File: src/rtl/multicycle_sequencer.sv
// Multi-cycle control FSM for the 16-bit RISC core: walks each instruction through
// FETCH/DECODE/EXECUTE/MEM/WB, gates datapath strobes, counts retirements, traps on bus timeout.
module multicycle_sequencer #(
    parameter int unsigned MAX_WAIT = 15,
    parameter int unsigned WAIT_W   = 4,
    parameter int unsigned CNT_W    = 16
) (
    input  logic             clk,
    input  logic             rst,
    input  logic             run,
    input  logic [3:0]       opcode,
    input  logic             zero,
    input  logic             imem_ready,
    input  logic             dmem_ready,
    output logic             imem_req,
    output logic             ir_load,
    output logic             pc_write,
    output logic [1:0]       pc_src,
    output logic             dmem_req,
    output logic             dmem_we,
    output logic             reg_write_gate,
    output logic             retire,
    output logic [CNT_W-1:0] instret,
    output logic             bus_error,
    output logic [2:0]       state
);

    typedef enum logic [2:0] {
        StIdle    = 3'd0,
        StFetch   = 3'd1,
        StDecode  = 3'd2,
        StExecute = 3'd3,
        StMem     = 3'd4,
        StWb      = 3'd5,
        StError   = 3'd7
    } state_e;

    localparam logic [3:0] OpLw  = 4'hB;
    localparam logic [3:0] OpSw  = 4'hC;
    localparam logic [3:0] OpBeq = 4'hD;
    localparam logic [3:0] OpJmp = 4'hE;
    localparam logic [3:0] OpNop = 4'hF;

    localparam logic [1:0] PcPlus1  = 2'b00;
    localparam logic [1:0] PcBranch = 2'b01;
    localparam logic [1:0] PcJump   = 2'b10;

    localparam logic [WAIT_W-1:0] MaxWait = WAIT_W'(MAX_WAIT);

    if (MAX_WAIT < 1 || MAX_WAIT > (2 ** WAIT_W) - 1) begin : g_bad_max_wait
        $error("MAX_WAIT must lie in 1..2^WAIT_W-1");
    end

    state_e            state_q, state_d;
    logic [WAIT_W-1:0] wait_q, wait_d;
    logic [CNT_W-1:0]  instret_q, instret_d;
    logic              timeout;
    logic              is_sw;

    assign timeout = (wait_q == MaxWait);
    assign is_sw   = (opcode == OpSw);

    always_comb begin
        state_d        = state_q;
        wait_d         = '0;
        imem_req       = 1'b0;
        ir_load        = 1'b0;
        pc_write       = 1'b0;
        pc_src         = PcPlus1;
        dmem_req       = 1'b0;
        dmem_we        = 1'b0;
        reg_write_gate = 1'b0;
        retire         = 1'b0;

        unique case (state_q)
            StIdle: begin
                if (run) begin
                    state_d = StFetch;
                end
            end
            StFetch: begin
                if (imem_ready) begin
                    imem_req = 1'b1;
                    ir_load  = 1'b1;
                    pc_write = 1'b1;
                    state_d  = StDecode;
                end else if (timeout) begin
                    // Timeout edge is silent: the request is withdrawn as we trap.
                    state_d = StError;
                end else begin
                    imem_req = 1'b1;
                    wait_d   = wait_q + WAIT_W'(1);
                end
            end
            StDecode: begin
                state_d = StExecute;
            end
            StExecute: begin
                case (opcode)
                    OpLw, OpSw: state_d = StMem;
                    OpBeq: begin
                        pc_write = zero;
                        pc_src   = PcBranch;
                        retire   = 1'b1;
                    end
                    OpJmp: begin
                        pc_write = 1'b1;
                        pc_src   = PcJump;
                        retire   = 1'b1;
                    end
                    OpNop:   retire  = 1'b1;
                    default: state_d = StWb;
                endcase
            end
            StMem: begin
                if (dmem_ready) begin
                    dmem_req = 1'b1;
                    dmem_we  = is_sw;
                    if (is_sw) begin
                        retire = 1'b1;
                    end else begin
                        state_d = StWb;
                    end
                end else if (timeout) begin
                    state_d = StError;
                end else begin
                    dmem_req = 1'b1;
                    dmem_we  = is_sw;
                    wait_d   = wait_q + WAIT_W'(1);
                end
            end
            StWb: begin
                reg_write_gate = 1'b1;
                retire         = 1'b1;
            end
            StError: begin
                state_d = StError;
            end
            default: begin
                state_d = StIdle;
            end
        endcase

        if (retire) begin
            state_d = run ? StFetch : StIdle;
        end
        instret_d = retire ? instret_q + CNT_W'(1) : instret_q;
    end

    always_ff @(posedge clk) begin
        if (rst) begin
            state_q   <= StIdle;
            wait_q    <= '0;
            instret_q <= '0;
        end else begin
            state_q   <= state_d;
            wait_q    <= wait_d;
            instret_q <= instret_d;
        end
    end

    assign instret   = instret_q;
    assign bus_error = (state_q == StError);
    assign state     = state_q;

endmodule

File: config.mk
export PLATFORM = sky130hd
export DESIGN_NAME = multicycle_sequencer
export DESIGN_NICKNAME = d
export VERILOG_FILES = /design/src/rtl/multicycle_sequencer.sv
export SDC_FILE = /design/constraint.sdc
export NUM_CORES = 1
export LEC_CHECK = 0
export CAP_MARGIN = 30
export CORE_ASPECT_RATIO = 0.5
export CORE_MARGIN = 2
export CORE_UTILIZATION = 51
export DETAILED_ROUTE_END_ITERATION = 10
export GPL_TIMING_DRIVEN = 1
export PLACE_DENSITY_LB_ADDON = 0.1
export SLEW_MARGIN = 30
export SYNTH_ARGS = -nofsm -noshare
export SYNTH_HDL_FRONTEND = slang
export SYNTH_SLANG_ARGS = --single-unit
File: constraint.sdc
create_clock -name clk -period 3.65 [get_ports clk]
set_clock_uncertainty 0.2 [all_clocks]
set_input_delay 0.73 -clock clk [delete_from_list [all_inputs] [get_ports clk]]
set_output_delay 0.73 -clock clk [all_outputs]
set_load 0.01 [all_outputs]
== Word level (Yosys, flattened, before mapping) ==
Cells that the tools add are included.
Storage, ports and cells
  flip-flop bits (word level): 23
  output and inout bits: 29
  bits of input ports: 10
Cells by class
  equal/unequal tests: 16
  multiplexer cells: 32
  reductions and logical operators: 4
  add/subtract/negate cells: 2
Operators with widths (count)
  4-bit equality test (second input constant): 6
  3-bit case mux with 7 select lines: 1
  3-bit two-way mux: 6
  16-bit by 1-bit adder with 16-bit output (second input constant): 1
  1-bit two-way mux: 15
  4-bit two-way mux: 3
  3-bit equality test (second input constant): 3
  4-bit case mux with 2 select lines: 1
  3-bit by 2-bit equality test with 1-bit output (second input constant): 2
  3-bit != test (second input constant): 2
  3-bit case mux with 2 select lines: 1
  4-bit by 1-bit adder with 4-bit output (second input constant): 1
  4-bit != test (second input constant): 1
  1-bit case mux with 2 select lines: 2
  2-bit case mux with 2 select lines: 1
  4-bit AND reduction: 1
  3-bit by 1-bit equality test with 1-bit output (second input constant): 1
  3-bit zero test: 1
  1-bit case mux with 3 select lines: 1
  3-bit OR reduction: 1
  2-bit two-way mux: 1
  2-bit != test (second input constant): 1
  2-bit OR reduction: 1

== Depth between registers and ports, before layout ==
  word-level depth: 6
  mapped depth: 7
  mapped depth without buffers: 6

== Worst setup path after synthesis ==
OpenSTA, ideal clock, no wires.
  path kind: input to output
  start: input port opcode[0]
  end: output port retire
  data required time: 2.720 ns
  path buffers: 2
  slack: 1.165 ns
  stages on the path: 5
  arrival time: 1.555 ns
  cell sequence: nor2_1 > or3_1 > buf_6 > buf_6 > nand2_4
On the way
  word-level cells in the longest chain between the ends: 4
  elaborated cells on any way between the ends: 9
  classes of those cells: eq/ne: 4; mux: 4; reduce/logical: 1
RTL lines
  from (decl): RTL line 11  | input logic [3:0] opcode,
  4-bit equality test (on tied branches): RTL line 99, 61
  3-bit OR reduction (no line) or 1-bit two-way mux (tied branches)
  1-bit two-way mux (on tied branches): RTL line 99, 116
  1-bit case mux with 3 select lines (*): RTL line 75  | unique case (state_q)
  to (decl): RTL line 22  | output logic retire,
Mark *: on every way between the ends. The rest lies on a longest branch, timed or not.

== Final worst setup path ==
  start: input port opcode[1]
  end: output port retire
The elaborated chain is that of the path after synthesis.

==> metrics.cfg <==
[sta]
relSlewSlack = 0.691
setup_viol = 0
finalSetupTns_ns = 0
period_minus_slack_ns = 3.42
tightest_slew_ns = 0.462
layout_worst_path_cycle_share = 0.936
slew_violations = 0
hold_viol_final = 0
fmax_mhz = 293
rsz0062_at_grt = no

[synth]
synth_area_per_cell_um2 = 8.85
ys.flop_type = dfxtp_1
syn-num-nets = 168
synth_top_area_cell = dfxtp_1
async_flop_share = 0
ys_ff_latch = 23
synth-edff-count = 0
yosysSeqAreaShare = 0.334
syn_area_um2 = 1380
yosysWarnings = 0
yosys.area.top_type_share = 0.334
ys_top_cells_by_area = dfxtp_1 33%, xnor2_1 9.5%, nor2_1 6.8%, a211oi_2 4.5%, a2111oi_2 4.4%
syn_inst = 156
yosysUniqueCellTypes = 39

[worst_setup_path]
worstReg2RegStart = state[0]
startpoint_type = input pin
crit_type = in -> out
crit_chain = clkdlybuf4s50_1 > nor2_1 > or3_1 > nand2_4 > clkdlybuf4s50_1
critPathSlowestCell = clkdlybuf4s50_1
critPathLaunch = opcode[1]
r2r_setup_slack_ns = 1.27
max_stage_delay_ns = 0.55
cp_common_cell = clkdlybuf4s50_1
crit_path_end_kind = primary output
crit_required_ns = 2.72
path_max_fanout = 7
cp.arrival_ns = 2.49

[detailed_routing]
ant_nets = 0
routed-wl-met2_um = 1230
top_layer_used = met4
vias_per_cell = 5.33
drtPass1Iterations = 4
dr_wl_met3_um = 188
num_vias = 1232
drt_iter0_markers = 38
wl_um = 2960
wl_met1_um = 1530
remaining_drc_errors = 0
wl_per_cell_um = 12.8

[placed_design]
place_congestion = 0.797
port_buffers = 38
dp_hpwl_um = 2080

[grt]
grt_pass1_vias = 1065
grt_pass1_wl_um = 4880
grt_use_total = 0.202
antenna_found_initial = 0
grt_overflow = 0
grt_max_degree = 18

[cts]
clockBufferDepth = 2
post_cts_resized = 0
root_buffer = clkbuf_8
cts_hold_buf = 0
tritoncts = yes
clock-sinks = 23
h-tree-depth = 1
cts.clk_slew.worst_paths_ns = 0.08
post_cts_buffers = 0
worstSkewPairLatency_ns = 0.26
numCtsBuffers = 3

[worst_hold_path]
min_from = wait_q[0]
hold_path.class = reg -> reg

[power_and_ir_drop]
power_density_nw_per_um2 = 284
p_total_mw = 0.518
p_leak_nw = 0.586
vdd_drop_max_mv = 0.163

[floorplan]
die_w_um = 77.6
placementRows = 13
start_util = 0.534
die_area_um2 = 3160
ioPinCount = 39
die_y_um = 40.8
coreArea_um2 = 2590

[finish]
final_common_cell = clkdlybuf4s50_1
layout-drive-gt1-share = 0.119
syn_to_final_growth_pct = 32.2
utilization = 0.705
final_nets = 207
num_antenna_cells = 0
layout_common_cells = 38 x clkdlybuf4s50_1, 25 x nor2_1, 23 x dfxtp_1

[run_status]
status = complete, no violations

[job]
maxCapViolations = 0

-- sequential cells by signal (all words and copies together) (netlist names) --
signal,count
instret,16
wait_q,4
state,3
-- path summary, 6_finish.rpt --
check | to | cells after the start
setup / recovery | retire | 5
hold / removal | wait_q[0] | 1
setup reg to reg | instret[15] | 6
hold reg to reg | wait_q[0] | 1
-- through the flow --
step,std cells,instance area [um^2],worst slack [ns],hold WS (ns)
after floorplan,156,1380,1.16,0.232
after global placement,227,1780,0.253,0.249
after detailed placement,227,1780,0.240,0.259
after CTS,231,1820,0.233,0.270
after global routing,231,1820,0.168,0.300
final,231,1820,0.232,0.267
-- worst max-delay path, delay by kind of cell --
kind          cells  cell delay, ns
buf+inv           2            1.07
simple gates      3            0.69
-- per-layer routing --
| metal | vias up | global-route usage |
|---|---|---|
| met3 | 2 | 0.0661 |
| met5 | - | 0 |
| li1 | 632 | - |
| met4 | 0 | 0.0446 |
| met2 | 39 | 0.324 |
| met1 | 559 | 0.270 |
-- cell usage after synthesis, drive strengths merged (2+ instances only) --
| cell type | number |
|---|---|
| nor2 | 25 |
| dfxtp | 23 |
| xnor2 | 15 |
| nand3 | 11 |
| a21oi | 9 |
| a211oi | 7 |
| nand2 | 7 |
| nor3 | 6 |
| and3 | 5 |
| buf | 5 |
| nor2b | 5 |
| a2111oi | 4 |
| and4 | 3 |
| clkbuf | 3 |
| inv | 3 |
| o21ai | 3 |
| and3b | 2 |
| ha | 2 |
| or2 | 2 |
| or3 | 2 |
-- where the power goes --
part	internal (mW)	total (mW)	switching (mW)	leakage (nW)
combinational	0.0487	0.0897	0.0410	0.377
clock	0.0779	0.156	0.0786	0.0228
sequential	0.256	0.272	0.0154	0.186
total	0.383	0.518	0.135	0.586
-- kinds of logic (layout without fill, tap and decap cells) --
logic type	after synthesis	in the layout	synth area share
adders and majority gates	2	2	0.0181
AOI/OAI and AO/OA	29	29	0.201
buffers and inverters	11	49	0.0499
DFF	23	23	0.334
muxes	2	2	0.0154
xor gates and xnor gates	16	16	0.102
and+or+nand+nor	73	73	0.280
-- cell type report --
class,count,area [um^2]
clock buffers,4,45.0
well taps,37,46.3
multi-input cells,122,851
flip-flops and latches,23,460
fillers,200,762
repair buffers,42,410
inverters,3,11.3
Note: power is estimated with default switching activity, not from simulation.
==> edit (config.mk and constraints unchanged) <==
The parameter `CNT_W` goes from 16 to 18.
--- a/src/rtl/multicycle_sequencer.sv
+++ b/src/rtl/multicycle_sequencer.sv
@@ -5,3 +5,3 @@
     parameter int unsigned WAIT_W   = 4,
-    parameter int unsigned CNT_W    = 16
+    parameter int unsigned CNT_W    = 18
 ) (
Ports: changed (resized instret); port bits go from 39 to 41. No check against the original RTL was run, so the function may have changed too.
==> edit against the original RTL <==
Via count grew 20%; maximum frequency about the same; global-route usage increased by 0.072 points; sequential cell count increased by 2; first-iteration DRC count fell by 7.9%; final area rose by 14%; setup slack improved by 0.0011 ns; total power rose by 14%; wire length grew 16%; sequential power up 12%; area after synthesis rose by 17%; die area is 16% higher; critical path type unchanged; highest routed layer unchanged.
==> edit: results (changes against the original RTL) <==
status: "finished, final reports clean"  # unchanged
synth_top_cells_by_count: "25 x dfxtp_1, 24 x nor2_1, 18 x nor2b_1, 11 x nand3_1, 10 x mux2_1"  # was 25 x nor2_1, 23 x dfxtp_1, 15 x xnor2_1, 11 x nand3_1, 8 x a21oi_1
r2r_cells: 5  # was 6
num_vias: 1478  # was 1232
clock_latency_ns: 0.26  # about the same
grt_pass1_vias: 1312  # was 1065
wl_per_cell_um: 13.1  # was 12.8 um
synthTopCellsByArea: "dfxtp_1 31%, mux2_1 7.0%, nor2b_1 7.0%, nor2_1 5.6%, mux2_2 4.2%"  # was dfxtp_1 33%, xnor2_1 9.5%, nor2_1 6.8%, a211oi_2 4.5%, a2111oi_2 4.4%
worst_slew_pin_slew_ns: 0.484  # was 0.462 ns
r2r_slack_ns: 1.30  # was 1.27 ns
grt_pass1_wl_mm: 6.04  # was 4.88 mm
totalWireLength_mm: 3.45  # was 2.96 mm
yosysUniqueCellTypes: 46  # was 39
dp.cells: 259  # was 227
synth_nets: 198  # was 168
drt_iter0_drc: 35  # was 38
io_buffers: 40  # was 38
grt_util_all_layers_pct: 20.2  # about the same
fin_nets: 236  # was 207
grtUsageMet2_pct: 32.8  # was 32.4%
n_fill_cell: 264  # was 200
seq_area_frac_synth_pct: 31.0  # was 33.4%
p_leak_nw: 0.762  # was 0.586 nW
hpwl_mm: 2.48  # was 2.08 mm
grt_use_met3_pct: 5.52  # was 6.61%
largest_register_ff_count: 18  # was 16
met1_usage_pct: 27.5  # was 27.0%
rr_endpoint: "instret[13]"  # was instret[15]
vdd_drop_max_v: 0.000297  # was 0.000163 V
critPathMaxStageDelay_ns: 0.54
grt_max_degree: 40  # was 18
p_int_w: 0.000425  # was 0.000383 W
syn_inst: 186  # was 156
cp_max_fo: 3  # was 7
gp_congestion: 0.807  # was 0.797
postCtsSetupRepairBufs: 0  # unchanged
==> edit: cells by family (layout without fill, tap and decap cells) <==
kind of cell	after synthesis	count (layout)	share of synthesized area, %
AO/OA/AOI/OAI	36	36	19.3
XOR/XNOR	2	2	1.08
adder cells (fa/ha/maj)	2	2	1.55
buffers and inverters	13	50	3.87
flip-flops	25	25	31.0
multiplexers	16	16	11.1
AND/OR/NAND/NOR	92	92	32.1
==> edit: final cells by class <==
class | count | share of cell area (%)
multi-input cells | 148 | 50.5
flip-flops and latches | 25 | 24.0
repair buffers | 44 | 20.6
well taps | 40 | 2.40
clock buffers | 4 | 2.16
inverters | 2 | 0.360
==> edit: per-layer routing <==
layer,wire length [um],share of wire [%]
met1,1770,51
met2,1460,42
met3,201,5.8
met4,21,0.61
met5,0,0
==> edit: worst reg2reg max path, delay by kind of cell, from the launching register on <==
kind / cells / cell delay [ns]
compound gates: 2 / 0.48
mux: 1 / 0.37
flops: 1 / 0.63
simple gates: 1 / 0.34
buf+inv: 1 / 0.24
==> edit: metrics by stage <==
step	cell area, sq um	total power (W)	worst slack (ns)	hold slack [ns]
after global placement	2040	0.000434	0.332	0.243
final	2090	0.000589	0.234	0.261
after floorplan	1620	0.000382	1.02	0.231
after detailed placement	2040	0.000436	0.252	0.251
after CTS	2090	0.000597	0.241	0.263
after global routing	2090	0.000621	0.100	0.299
==> edit: how the worst max path moves through the flow <==
stage               end  slack, ns  depth (start not counted)
4_1_cts        pc_write       0.24                          6
5_1_grt        pc_write       0.10                          6
2_1_floorplan  pc_write       1.02                          5
6_report       pc_write       0.23                          6
3_5_place_dp   pc_write       0.25                          6
3_3_place_gp   pc_write       0.33                          6
==> edit: power by group through the flow <==
stage / clock network [W] / registers, W / logic, W
4_1_cts: 0.000167 / 0.000305 / 0.000125
5_1_grt: 0.000176 / 0.000309 / 0.000135
3_3_place_gp: 0 / 0.000311 / 0.000123
2_1_floorplan: 0 / 0.000299 / 0.0000831
3_5_place_dp: 0 / 0.000312 / 0.000125
6_report: 0.000159 / 0.000305 / 0.000125
